`src/rtl/mod_pkg.sv`:
```
// Shared constants for the repeated-subtraction modulo unit: controller state
// encodings and error codes.
package mod_pkg;

  localparam logic [2:0] IDLE  = 3'd0;
  localparam logic [2:0] LOAD  = 3'd1;
  localparam logic [2:0] CHECK = 3'd2;
  localparam logic [2:0] SUB   = 3'd3;
  localparam logic [2:0] WRITE = 3'd4;
  localparam logic [2:0] DONE  = 3'd5;
  localparam logic [2:0] ERR   = 3'd6;

  localparam logic [1:0] ERR_NONE  = 2'b00;
  localparam logic [1:0] ERR_DIV0  = 2'b01;
  localparam logic [1:0] ERR_LIMIT = 2'b10;

endpackage

```
`src/rtl/mod_ctrl_if.sv`:
```
// Start/busy/done handshake between the issuing unit (master) and the modulo
// sequencer (slave), including abort reporting.
interface mod_ctrl_if;

  logic       start;
  logic       b_zero;
  logic       busy;
  logic       done;
  logic       error;
  logic [1:0] err_code;

  modport master (
    output start, b_zero,
    input  busy, done, error, err_code
  );

  modport slave (
    input  start, b_zero,
    output busy, done, error, err_code
  );

endinterface

```
`src/rtl/mod_ctrl.sv`:
```
// Sequencing FSM for the repeated-subtraction modulo datapath (a mod b).
// Optional quotient output enabled by defining MOD_CTRL_QUOTIENT_EN.
module mod_ctrl
  import mod_pkg::*;
#(
  parameter int unsigned CNT_W    = 11,
  parameter int unsigned MAX_ITER = 1024
) (
  input  logic             CLK,
  input  logic             RST_N,
  mod_ctrl_if.slave        hs,
  input  logic             less_than,
  output logic             select,
  output logic             write_enable,
  output logic             result_enable
`ifdef MOD_CTRL_QUOTIENT_EN
  ,
  output logic [CNT_W-1:0] quotient
`endif
);

  localparam logic [CNT_W-1:0] ITER_LIM = CNT_W'(MAX_ITER);

  logic [2:0]       state;
  logic [2:0]       state_nxt;
  logic [CNT_W-1:0] iter;
  logic [1:0]       err_q;

  always_comb begin
    state_nxt = state;
    case (state)
      IDLE:    if (hs.start) state_nxt = hs.b_zero ? ERR : LOAD;
      LOAD:    state_nxt = CHECK;
      CHECK: begin
        if (less_than)             state_nxt = WRITE;
        else if (iter == ITER_LIM) state_nxt = ERR;
        else                       state_nxt = SUB;
      end
      SUB:     state_nxt = CHECK;
      WRITE:   state_nxt = DONE;
      DONE:    state_nxt = IDLE;
      ERR:     state_nxt = IDLE;
      default: state_nxt = IDLE;
    endcase
  end

  always_ff @(posedge CLK or negedge RST_N) begin
    if (!RST_N) begin
      state <= IDLE;
      iter  <= '0;
      err_q <= ERR_NONE;
    end else begin
      state <= state_nxt;
      if (state == LOAD)     iter <= '0;
      else if (state == SUB) iter <= iter + 1'b1;
      // err_code is sticky: only an accepted start or a new abort changes it
      if (state == IDLE && hs.start)
        err_q <= hs.b_zero ? ERR_DIV0 : ERR_NONE;
      else if (state == CHECK && state_nxt == ERR)
        err_q <= ERR_LIMIT;
    end
  end

`ifdef MOD_CTRL_QUOTIENT_EN
  always_ff @(posedge CLK or negedge RST_N) begin
    if (!RST_N)
      quotient <= '0;
    else if (state == CHECK && state_nxt == WRITE)
      quotient <= iter;
    else if (state_nxt == ERR)
      quotient <= '0;
  end
`endif

  // Moore outputs: decoded from the state register only
  always_comb begin
    write_enable  = (state == LOAD) || (state == SUB);
    select        = (state == SUB);
    result_enable = (state == WRITE);
  end

  assign hs.busy     = (state != IDLE);
  assign hs.done     = (state == DONE);
  assign hs.error    = (state == ERR);
  assign hs.err_code = err_q;

endmodule
```
`src/flat_wrapper.sv`:
```
// flat-port wrapper written by rule: the top's interface ports become plain ports
module mod_ctrl_flat import mod_pkg::*;
#(
  parameter int unsigned CNT_W    = 11,
  parameter int unsigned MAX_ITER = 1024
)
  (CLK, RST_N, less_than, select, write_enable, result_enable, hs_start, hs_b_zero, hs_busy, hs_done, hs_error, hs_err_code);
  mod_ctrl_if hs_i ();
  input  logic CLK;
  input  logic RST_N;
  input  logic less_than;
  output logic select;
  output logic write_enable;
  output logic result_enable;
  input wire logic [$bits(hs_i.start)-1:0] hs_start;
  input wire logic [$bits(hs_i.b_zero)-1:0] hs_b_zero;
  output wire logic [$bits(hs_i.busy)-1:0] hs_busy;
  output wire logic [$bits(hs_i.done)-1:0] hs_done;
  output wire logic [$bits(hs_i.error)-1:0] hs_error;
  output wire logic [$bits(hs_i.err_code)-1:0] hs_err_code;
  assign hs_i.start = hs_start;
  assign hs_i.b_zero = hs_b_zero;
  assign hs_busy = hs_i.busy;
  assign hs_done = hs_i.done;
  assign hs_error = hs_i.error;
  assign hs_err_code = hs_i.err_code;
  mod_ctrl #(.CNT_W(CNT_W), .MAX_ITER(MAX_ITER)) u_core (.CLK(CLK), .RST_N(RST_N), .hs(hs_i), .less_than(less_than), .select(select), .write_enable(write_enable), .result_enable(result_enable));
endmodule
```
`config.mk`:
```
export PLATFORM = sky130hd
export DESIGN_NAME = mod_ctrl_flat
export DESIGN_NICKNAME = d
export VERILOG_FILES = /design/src/rtl/mod_pkg.sv /design/src/rtl/mod_ctrl_if.sv /design/src/rtl/mod_ctrl.sv /design/src/flat_wrapper.sv
export SDC_FILE = /design/constraint.sdc
export NUM_CORES = 1
export LEC_CHECK = 0
export ABC_CLOCK_PERIOD_IN_PS = 3680
export CORE_MARGIN = 2
export CORE_UTILIZATION = 58
export DETAILED_ROUTE_END_ITERATION = 10
export PLACE_DENSITY = 0.8
export RECOVER_POWER = 25
export SLEW_MARGIN = 20
export SYNTH_ARGS = -nofsm -noshare
export SYNTH_HDL_FRONTEND = slang
export SYNTH_SLANG_ARGS = --single-unit
export TNS_END_PERCENT = 10
```
`constraint.sdc`:
```
create_clock -name CLK -period 3.68 [get_ports CLK]
set_clock_uncertainty 0.1 [all_clocks]
set_input_delay 0.736 -clock CLK [delete_from_list [all_inputs] [get_ports CLK]]
set_output_delay 0.736 -clock CLK [all_outputs]
set_load 0.05 [all_outputs]
```
; ---- Word-level counts from Yosys, hierarchy flattened
; Index checks and enable logic that the tools add are counted.
[totals]
regBits = 16
latch_bits = 0
ram_bits = 0
romBits = 0
out_inout_bits = 8
wordCells = 30
n_memories = 0
[classes]
n_addsub = 1
multipliers = 0
n_div = 0
order_cmp = 0
n_eq_ne = 8
shift = 0
n_mux = 10
n_bitwise = 0
n_reduce_logical = 8
[op_table]
columns = cell, n
row1 = two-way mux 11 bit, 2
row2 = equality test 3 bit (second input constant), 4
row3 = two-way mux 3 bit, 4
row4 = case mux 3 bit (4 select lines), 1
row5 = adder 11 x 1 -> 11 bit (second input constant), 1
row6 = equality test 11 bit (second input constant), 1
row7 = equality test 3 x 2 -> 1 bit (second input constant), 2
row8 = two-way mux 2 bit, 2
row9 = nonzero test 2 bit, 2
row10 = equality test 3 x 1 -> 1 bit (second input constant), 1
row11 = zero test 3 bit, 1
row12 = nonzero test 3 bit, 1
row13 = logical AND 1 bit, 2
row14 = OR reduction 2 bit, 1
row15 = logical OR 1 bit, 1
row16 = two-way mux 1 bit, 1

; ---- Logic depth before layout (Yosys ltp)
; Gate-level depths: netlist of the first run.
[depth]
word_depth = 8
depth_mapped = 5
mapped_depth_nobuf = 5

; ---- Worst setup path before layout of the first run
; No wires, ideal clock.
[synth_timing]
path_type = reg-to-output
from = register u_core.state[2]
to = output result_enable
arrival_time_ns = 1.811
required_ns = 2.844
setup_slack_ns = 1.033
path_stages_with_launch = 3
n_path_buf = 1
cell_sequence = dfrtp_1 clkbuf_1 nor3b_1
[synth_via]
elab_chain_cells = 1
[synth_rtl]
columns = element, line_no
row1 = from (decl), mod_ctrl.sv:24  ; logic [2:0] state;
row2 = from (signal assigned), mod_ctrl.sv:53  ; state <= state_nxt;
row3 = equality test 3 bit, mod_ctrl.sv:79  ; result_enable = (state == WRITE);
row4 = to (decl), flat_wrapper.sv:14  ; output logic result_enable;
; Every way passes these cells.

; ---- Worst setup path in the final report of the first run
[layout_timing]
from = register u_core.state[2]
to = output select
[layout_via]
elab_chain_cells = 1
[layout_rtl]
columns = element, line_no
row1 = equality test 3 x 2 -> 1 bit, mod_ctrl.sv:78  ; select = (state == SUB);
row2 = to (decl), flat_wrapper.sv:12  ; output logic select;
; Every way passes these cells.

==> flow_metrics.tcl, run 1 <==
set metrics [dict create \
    drc 0 \
    port_buffers 12 \
    drive_gt1_frac 0.0894 \
    rows 15 \
    slew_headroom 0.503 \
    initial_utilization 0.607 \
    fin_crit_ns 3.12 \
    cts_tree "done" \
    worstPathRequired_ns 2.84 \
    fin_util 0.683 \
    antennaDiodeCount 0 \
    startpoint_type "flip-flop" \
    critPathKind "reg2out" \
    ys_ff_latch 16 \
    postRouteWirelength_mm 2.11 \
    cts_setup_buffers 0 \
    fin_crit_sh 0.849 \
    clkTransAtPathRegs_ns 0.10 \
    synth_cell_types 38 \
    dieArea_um2 2120 \
    powerDensity_nw_per_um2 689 \
    synth_nets 120 \
    synthCells 113 \
    fin_nets 131 \
    status "completed" \
    cts_sinks 16 \
    drv_slew 0 \
    hp-class "reg2reg" \
    grt_pass1_wl_mm 3.42 \
    final_common_cell "dfrtp_1" \
    grt_pass1_vias 829 \
    setup-tns-final_ns 0 \
    worstPathArrival_ns 2.29 \
    cts.root.buffer_cell "clkbuf_4" \
    drt_iter0_markers 23 \
    hpwl_mm 1.44 \
    syn_to_final_growth_pct 12.6 \
    setup_violations 0 \
    worst_slew_pin_slew_ns 0.742 \
    grt_use_total 0.223 \
    p_leak_nw 0.511 \
    wl_per_cell_um 15.1 \
    syn_area_um2 1020 \
    globalRouteOverflowTotal 0 \
    die_h_um 46.0 \
    avgSynthCellArea_um2 9.07 \
    vias_per_cell 6.25 \
    cts_hold_buf 0 \
    maxCapViolations 0 \
    htree_levels 1 \
    cp_cell_sequence "nand2b_1 -> nor2_1 -> clkdlybuf4s50_1" \
    antenna_found_initial 0 \
    cts_buffers 3 \
    vias 875 \
    mostFrequentLayoutCells "dfrtp_1, nand2_1, clkdlybuf4s50_1" \
    clockBufferDepth 2 \
    slowest_delay_ns 0.83 \
    irDropWorstVdd_mv 0.488 \
    cts_resized 0 \
    insertion_delay_ns 0.29 \
    core_area_um2 1690 \
    crit_path_end_kind "primary output" \
    slowest_stage "clkdlybuf4s50_1" \
    critPathMaxFanout 15 \
    dr.pass1.iters 4 \
    postRouteAntennaNets 0 \
    die_x_um 46.0 \
    ys_warn_count 0 \
    fmax_mhz 320 \
    yosysSeqAreaShare 0.391 \
    hold_viol_final 0 \
    grt_start_max_net_pins 20 \
    rsz0062_at_grt "no" \
    ioPinCount 13 \
    place_congestion 0.763 \
]
==> report_power, final <==
group	switching (mW)	internal (mW)	leakage [nW]
logic	0.219	0.148	0.276
registers	0.0930	0.215	0.214
clock network	0.0584	0.0602	0.0210
==> layer usage <==
layer	vias to the layer above	share of wire	routed length [um]	GRT usage
met2	16	0.49	1030	0.369
met4	0	0.0047	10	0.0686
met3	2	0.027	58	0.0357
met1	426	0.48	1010	0.295
li1	431	-	-	-
met5	-	0	0	0
==> stage by stage <==
step	setup slack [ns]	hold slack (ns)	instances	total power [mW]	cell area, um^2
after CTS	0.564	0.453	140	0.796	1150
after global routing	0.448	0.467	140	0.842	1150
final	0.557	0.446	140	0.794	1150
after global placement	0.956	0.421	136	0.668	1120
after floorplan	1.03	0.340	113	0.602	1020
after detailed placement	0.909	0.433	136	0.674	1120
==> synthesized netlist by cell type, drive strengths merged <==
cell,count,share of area
a211o,1,0.0085
a21boi,1,0.0073
a21o,1,0.0073
a21oi,4,0.020
a22o,2,0.017
a22oi,1,0.0073
a31o,3,0.026
a31oi,1,0.0061
a32o,1,0.0098
and3,4,0.026
and4,1,0.0098
and4b,1,0.0098
buf,4,0.031
clkbuf,2,0.017
dfrtp,16,0.39
ha,2,0.024
inv,9,0.033
mux2,1,0.011
mux2i,3,0.029
nand2,11,0.040
nand2b,3,0.018
nand3,9,0.049
nand3b,2,0.015
nand4,4,0.024
nor2,7,0.026
nor2b,1,0.0061
nor3b,3,0.022
nor4b,3,0.026
o211ai,2,0.015
o21ai,3,0.015
o311ai,3,0.026
or2b,2,0.015
or4,2,0.015
==> logic make-up (layout without fill, tap and decap cells) <==
logic type / count (synthesis) / in the layout / share of synthesized area
buf+inv: 15 / 25 / 0.0806
flops: 16 / 16 / 0.391
fa+ha+maj: 2 / 2 / 0.0244
simple gates: 53 / 53 / 0.300
compound gates: 23 / 23 / 0.164
mux: 4 / 4 / 0.0403
==> worst max-delay path: cells and delay by family (launching register included) <==
| family | cells | cell delay [ns] |
|---|---|---|
| buffers and inverters | 1 | 0.83 |
| AND/OR/NAND/NOR | 2 | 0.64 |
| flip-flops | 1 | 0.52 |
==> cell type report <==
class / count / area, um^2
well taps: 17 / 21.3
fillers: 143 / 536
clock buffers: 4 / 36.3
repair buffers: 12 / 120
inverters: 9 / 33.8
multi-input cells: 82 / 542
flip-flops and latches: 16 / 400
==> worst paths after layout <==
check                                                  startpoint                           endpoint  slack [ns]  cells after the start
worst max-delay path                    u_core.state[2]$_DFF_PN0_                             select        0.56                      3
worst min-delay path            u_core.hs.err_code[1]$_DFFE_PN0P_  u_core.hs.err_code[1]$_DFFE_PN0P_        0.45                      2
worst max register to register          u_core.state[2]$_DFF_PN0_         u_core.iter[8]$_DFFE_PN0P_        1.86                      3
worst min register to register  u_core.hs.err_code[1]$_DFFE_PN0P_  u_core.hs.err_code[1]$_DFFE_PN0P_        0.45                      2
max in group asynchronous                                   RST_N         u_core.iter[4]$_DFFE_PN0P_        2.16                      1
min in group asynchronous                                   RST_N        u_core.iter[10]$_DFFE_PN0P_        0.84                      1
==> state kept, by name, summed over array words and instances, names as in the netlist <==
signal and flops:
u_core.iter 11, u_core.state 3, u_core.hs.err_code 2
(Power assumes the default switching activity.)
==> run 2: changes to the inputs <==
ABC_CLOCK_PERIOD_IN_PS = 3100   (was 3680)
CORE_UTILIZATION = 53   (was 58)
PLACE_DENSITY = 0.74   (was 0.8)
clock period = 3.1 ns   (was 3.68 ns; I/O delays follow)
==> flow_metrics.tcl, run 2 (same netlist as run 1, synthesis figures left out) <==
set metrics [dict create \
    status "completed" \
    vias 915 \
    worst_slew_pin_slew_ns 0.760 \
    fin_crit_ns 2.81 \
    core_area_um2 1760 \
    grt_pass1_wl_mm 3.81 \
    fin_nets 134 \
    largest_reg_flops 11 \
    globalRouteOverflowTotal 0 \
    drive_gt1_frac 0.103 \
    critPathMaxFanout 12 \
    postRouteWirelength_mm 2.24 \
    setup_violations 0 \
    initial_utilization 0.581 \
    fin_crit_sh 0.908 \
    die_x_um 48.0 \
    fmax_mhz 355 \
    cts_buffers 3 \
    critPathKind "reg2out" \
    cts.root.buffer_cell "clkbuf_4" \
    dpl_worst_slack_ns 0.623 \
    crit_path_end_kind "primary output" \
    antennaDiodeCount 0 \
    setup_ws_ns 0.286 \
    dieArea_um2 2300 \
    drt_iter0_markers 33 \
    maxCapViolations 0 \
    drv_slew 0 \
    ioPinCount 13 \
    setup-tns-final_ns 0 \
    worstPathRequired_ns 2.38 \
    antenna_found_initial 0 \
    worstPathArrival_ns 2.09 \
    p_leak_nw 0.523 \
    final_common_cell "dfrtp_1" \
    place_congestion 0.839 \
    slowest_stage "clkdlybuf4s50_1" \
    startpoint_type "flip-flop" \
    cts_setup_buffers 0 \
    htree_levels 1 \
    dr.pass1.iters 4 \
    vias_per_cell 6.06 \
    postRouteAntennaNets 0 \
    die_h_um 48.0 \
    rsz0062_at_grt "no" \
    irDropWorstVdd_mv 0.522 \
    clkTransAtPathRegs_ns 0.10 \
    cts_hold_buf 0 \
    cts_tree "done" \
    regToRegSetupSlack_ns 1.37 \
    cp_top_family "buffers and inverters" \
    cp_num_buf_inv 2 \
    hp-class "reg2reg" \
    cts_resized 0 \
    syn_to_final_growth_pct 15.4 \
    wl_per_cell_um 14.8 \
    hpwl_mm 1.61 \
    grt_use_total 0.236 \
    mostFrequentLayoutCells "dfrtp_1, nand2_1, clkdlybuf4s50_1" \
    n_fill_cell 169 \
    clockBufferDepth 2 \
    slew_headroom 0.492 \
    powerDensity_nw_per_um2 824 \
    grt_pass1_vias 883 \
    drc 0 \
    top_register "u_core.iter" \
    insertion_delay_ns 0.29 \
    hold_viol_final 0 \
    rows 15 \
    cp_cell_sequence "clkbuf_1 -> nor2_1 -> nand2_1 -> clkdlybuf4s50_1" \
    port_buffers 12 \
    slowest_delay_ns 0.80 \
    cts_sinks 16 \
    grt_start_max_net_pins 17 \
]
[run 2: changes by cell type in the layout (fill, tap and decap cells not counted)]
cell,previous run,this run
buf_4,0,2
clkbuf_1,0,1
[run 2: routing by layer]
metal  part of all wire  up-vias  track usage
li1                   -      441            -
met1               0.47      440        0.321
met2               0.47       28        0.368
met3              0.042        6       0.0377
met4              0.020        0        0.108
met5                  0        -            0
[run 2: layout make-up]
| cell class | count | area (um^2) | area share |
|---|---|---|---|
| inverter | 9 | 33.8 | 0.0286 |
| tap | 25 | 31.3 | 0.0265 |
| timing repair buffer | 15 | 139 | 0.117 |
| multi-input combinational | 82 | 542 | 0.458 |
| clock buffer | 4 | 36.3 | 0.0307 |
| sequential | 16 | 400 | 0.339 |
[run 2: worst paths after layout]
kind                                              startpoint  depth (start not counted)                                 to
max                                u_core.state[0]$_DFF_PN0_                          4                            hs_busy
min                        u_core.hs.err_code[1]$_DFFE_PN0P_                          2  u_core.hs.err_code[1]$_DFFE_PN0P_
max reg2reg                       u_core.iter[0]$_DFFE_PN0P_                          5  u_core.hs.err_code[0]$_DFFE_PN0P_
min reg2reg                u_core.hs.err_code[1]$_DFFE_PN0P_                          2  u_core.hs.err_code[1]$_DFFE_PN0P_
max in group asynchronous                              RST_N                          1         u_core.iter[2]$_DFFE_PN0P_
min in group asynchronous                              RST_N                          1         u_core.iter[8]$_DFFE_PN0P_
[run 2: per-stage QoR]
step / hold slack, ns / cell area (um^2) / utilization / instances / total power, mW
finish: 0.448 / 1180 / 0.670 / 151 / 0.974
detailed placement: 0.438 / 1150 / 0.652 / 147 / 0.837
CTS: 0.452 / 1190 / 0.672 / 151 / 0.984
global route: 0.482 / 1180 / 0.670 / 151 / 1.04
floorplan: 0.224 / 1020 / - / 113 / 0.715
global placement: 0.418 / 1150 / 0.652 / 147 / 0.823
[run 2: worst min-delay path, cell delays in order, from the launching register on]
cell and delay [ns]:
dfrtp_1 0.40, inv_1 0.05, a22oi_1 0.06
[run 2: power breakdown]
part | internal [mW] | switching, mW
combinational | 0.192 | 0.323
clock | 0.0716 | 0.0720
sequential | 0.257 | 0.0595
total | 0.520 | 0.454
